## config.mk

```make
export PLATFORM = sky130hd
export DESIGN_NAME = base_aburp_src
export DESIGN_NICKNAME = d
export VERILOG_FILES = /design/src/rtl/base_aburp_src.sv
export SDC_FILE = /design/constraint.sdc
export NUM_CORES = 1
export LEC_CHECK = 0
export CAP_MARGIN = 20
export CELL_PAD_IN_SITES_DETAIL_PLACEMENT = 0
export CELL_PAD_IN_SITES_GLOBAL_PLACEMENT = 1
export CORE_MARGIN = 2
export CORE_UTILIZATION = 42
export DETAILED_ROUTE_END_ITERATION = 12
export DONT_BUFFER_PORTS = 1
export PLACE_DENSITY = 0.72
export SLEW_MARGIN = 20
export SYNTH_ARGS = -nofsm -noshare
export SYNTH_HDL_FRONTEND = slang
export SYNTH_SLANG_ARGS = --single-unit
```

## constraint.sdc

```tcl
create_clock -name clk -period 1.8 [get_ports clk]
set_input_delay 0.09 -clock clk [delete_from_list [all_inputs] [get_ports clk]]
set_output_delay 0.09 -clock clk [all_outputs]
set_load 0.01 [all_outputs]
```

## src/rtl/base_aburp_src.sv

```systemverilog
// base_aburp_src: circular-buffer source for a burp-buffered receiver; o_v is gated by a registered copy of early ready o_r
module base_aburp_src #(
  parameter int width = 1,
  parameter int depth = 4
) (
  input  logic                    clk,
  input  logic                    reset,
  input  logic                    i_v,
  output logic                    i_r,
  input  logic [0:width-1]        i_d,
  output logic                    o_v,
  input  logic                    o_r,
  output logic [0:width-1]        o_d,
  output logic [0:$clog2(depth)]  count
);
  localparam int aw = $clog2(depth);
  logic [0:width-1] mem [depth];
  logic [aw-1:0]    wr_ptr, rd_ptr;
  logic             o_r_q, push, pop;
  assign i_r  = count < (aw+1)'(depth);
  assign o_v  = (|count) & o_r_q;
  assign o_d  = mem[rd_ptr];
  assign push = i_v & i_r;
  assign pop  = o_v;
  always_ff @(posedge clk)
    if (push) mem[wr_ptr] <= i_d;
  // pointers wrap naturally because depth is a power of two
  always_ff @(posedge clk or negedge reset)
    if (!reset) begin
      wr_ptr <= '0;
      rd_ptr <= '0;
      count  <= '0;
      o_r_q  <= 1'b0;
    end else begin
      wr_ptr <= wr_ptr + aw'(push);
      rd_ptr <= rd_ptr + aw'(pop);
      count  <= count + (aw+1)'(push) - (aw+1)'(pop);
      o_r_q  <= o_r;
    end
endmodule

```

==> results.txt <==
----------------------------------------------------
[Run status]
  Outcome ... finished with violations
  Violated checks ... negative setup slack

[Place]
  Placer's final routability congestion estimate ... between 0.6 and 0.7
  Port-buffer cells ... 0
  Placed instance area ... 673 µm²
  Worst slack at placement ... -0.0813 ns
  Placed wire-length estimate after detailed placement ... approximately 800 µm

[Floorplan]
  Floorplan row count ... 13
  Number of placed I/O pins ... 11
  Floorplan core area ... about 1300 µm²
  Total Die Area ... roughly 1700 µm²
  Die W ... roughly 41 µm
  Initial Util ... between 40% and 50%
  Floorplan die height ... 40.9 µm

[Logic synthesis]
  Post-synthesis sequential area ratio ... between 50% and 60%
  Total nets after synthesis ... 46
  Syn_area_per_cell ... between 15 and 20 µm²
  Cell types with the largest area share after synthesis ... dfrtp_1 (35%), edfxtp_1 (21%), xnor2_1 (6.1%), ha_1 (4.4%), mux4_2 (3.9%)
  Fraction of synthesized cell area taken by the top area cell type ... 35.1%
  Synth Register Bits ... 12
  Cell Area, Synth ... 571 µm²
  Synth cell count leaders ... dfrtp_1 (8), inv_1 (5), edfxtp_1 (4), xnor2_1 (4)
  Number of enable-type register cells in the synthesized netlist ... 4
  Cell type contributing the most total cell area after synthesis ... dfrtp_1
  Fraction of registers with async set/reset ... 66.7%
  Cells after Synth ... 38
  Count leader, synth ... dfrtp_1
  Synth unique cells ... 19
  Yosys warnings ... 0
  Primary FF master, synth ... dfrtp_1

[Setup path]
  Max stage delay on crit path ... ~0.44 ns
  Delay-heaviest family, CP ... adder cells
  Crit path required time ... between 1.5 and 2 ns
  Levels on crit path ... 7
  CP endpoint kind ... flop
  Critical path, cell by cell ... o21a_1, a221oi_2, ha_2, inv_2, fa_2, xnor2_2, xnor2_1
  Depth of the worst register-to-register path ... 7
  Critical path type ... reg2reg
  Critical register-to-register path endpoint ... count[0]
  Beginning of the worst register-to-register path ... count[2]
  Worst-path fanout max ... 4
  Critical Path Source Type ... flop
  WP data arrival ... around 2.0 ns
  Critical Path Slowest Stage Cell ... dfrtp_2
  Worst setup slack for register-to-register paths ... -0.08 ns
  Buffers & Inverters on Critical Path ... 1

[Route]
  Detailed-route via count ... 354
  Drt wl/cell ... 15.1 µm
  Post-detailed-route via-to-cell ratio ... about 5.1
  Wire length on met3 ... about 44 µm
  Detailed route wirelength on metal2 ... ~620 µm
  Antenna viol nets, final ... 0
  Count of routing violations after the opening detailed-route iteration ... 0
  Top layer used by detailed routing ... met3
  First-pass iteration count of the detailed router ... 1
  Post-route DRC ... 0
  Wire length on met1 ... between 300 and 400 µm
  Sum of routed wire length over all layers ... about 1.1 mm

[CTS]
  TritonCTS Sinks ... 12
  Clock Path Buffers ... 2
  Number of H-tree levels ... 1
  CTS tree ... done
  Clock-pin slew reported for the worst setup and hold paths after clock tree synthesis ... roughly 0.08 ns
  Clock latency on the worst-skew pair ... between 0.2 and 0.3 ns
  Clock Tree Root ... clkbuf_4
  Number of buffers added by the clock tree synthesis step ... 3

[STA]
  Setup violations, final ... 1
  Normalized max-slew margin ... around 74%
  Final max-slew violation count ... 0
  Final hold slack ... between 0.1 and 0.15 ns
  Minimum setup slack in the final design ... -0.0764 ns
  Number of endpoints with negative hold slack in the final report ... 0
  Final period util ... 104%
  Setup TNS ... -0.0764 ns
  Setup repair after global routing missed its margin ... yes
  Clock Skews ... 0.00128 ns
  Min Clock Period, post-route ... ~1.9 ns
  Worst-margin pin slew ... roughly 0.39 ns
  Highest clock rate ... around 0.53 GHz

[Cells and area]
  Summed area of non-filler cells in the final layout ... about 740 µm²
  Ratio of cells with drive above 1 in the final layout ... 47.3%
  Diodes inserted ... 0
  Final #Nets ... 64
  Signed area change from the synthesized netlist to the final layout ... 29.4%
  Final Core Density ... a little under three fifths
  Fillers ... between 100 and 150

[Power]
  Worst IR drop on VDD ... about 0.00094 V
  Pwr dens ... around 1700 nW/µm²
  Leakage ... roughly 0.32 nW

[Global routing]
  Wire length of the first global-routing pass ... approximately 1.5 mm
  Via count of the first global-routing pass ... between 300 and 400
  Initial antenna violation count ... 0
  Largest net degree at the start of global routing ... 9
  Global-route total usage across every layer ... 15.1%
  Grt total ovfl ... 0

[Min path]
  Worst Hold Depth ... 2
  Worst Hold Class ... in2reg
  Hold path start ... i_v
  End point of the most critical hold path ... mem[0]

[Flow run]
  Max-Cap Viols ... 0

----------------------------------------------------
-- logic make-up after synthesis --
family | count (synthesis) | share of synthesized area (%)
flops | 12 | 56.1
mux | 1 | 3.95
simple gates | 6 | 7.90
fa+ha+maj | 3 | 7.89
xor+xnor | 5 | 7.68
compound gates | 6 | 13.2
buf+inv | 5 | 3.29
-- state kept, by name (all words and copies together) (netlist names) --
| register | cells |
|---|---|
| mem | 4 |
| count | 3 |
| rd_ptr | 2 |
| wr_ptr | 2 |
| o_r_q | 1 |
-- per-layer routing --
layer / vias to the layer above / track usage, %
li1: 170 / -
met1: 177 / 13.8
met2: 7 / 28.5
met3: 0 / 5.43
met4: 0 / 7.50
met5: - / 0
-- how the worst max path moves through the flow --
stage | from | slack [ns] | endpoint
floorplan | count[1] | -0.04 | count[0]
global placement | count[2] | -0.02 | count[0]
detailed placement | count[2] | -0.08 | count[0]
CTS | count[2] | -0.07 | count[0]
global route | count[2] | -0.13 | count[0]
finish | count[2] | -0.08 | count[0]
-- where the power goes --
part           switching (mW)  internal (mW)  leakage, nW
sequential              0.124          0.394        0.126
combinational           0.254          0.328        0.175
clock                  0.0910         0.0800       0.0154
total                   0.469          0.801        0.316
-- through the flow --
step	power, mW	instances
finish	1.27	70
global route	1.35	70
CTS	1.28	70
detailed placement	1.07	63
global placement	1.01	63
floorplan	0.828	38
-- final cells by class --
class                   instances  area, µm²  area share [%]
clock inverters                 1       3.75           0.508
repair buffers                 13        105            14.2
flip-flops and latches         12        325            44.1
inverters                       5       18.8            2.54
multi-input cells              21        244            33.1
well taps                      15       18.8            2.54
clock buffers                   3       22.5            3.05
-- worst reg2reg max path, stage by stage (launching register included) --
cell	delay [ns]
dfrtp_2	0.44
o21a_1	0.20
a221oi_2	0.24
ha_2	0.22
inv_2	0.04
fa_2	0.35
xnor2_2	0.15
xnor2_1	0.13
-- what timing repair did --
item	CTS	global route
gates resized for setup	2	1
buffers inserted	0	0
pin swaps	1	1
hold buffers	3	0
endpoints found under the setup margin	2	2
hold endpoints to repair	13	0
-- layout by cell type, fill, tap and decap left out --
master,count
a21boi_0,1
a221oi_2,1
and3_1,1
and3b_1,2
buf_4,10
clkbuf_4,3
clkinv_1,1
dfrtp_1,4
dfrtp_2,4
dlygate4sd3_1,3
edfxtp_1,4
fa_2,1
ha_1,1
ha_2,1
inv_1,4
inv_2,1
mux4_2,1
nor2b_1,1
nor2b_2,1
nor4_1,1
o21a_1,1
o21bai_1,1
o311ai_2,1
o31ai_4,1
xnor2_1,3
xnor2_2,1
xor2_1,1
No activity file was read; power rests on OpenSTA's default activity.
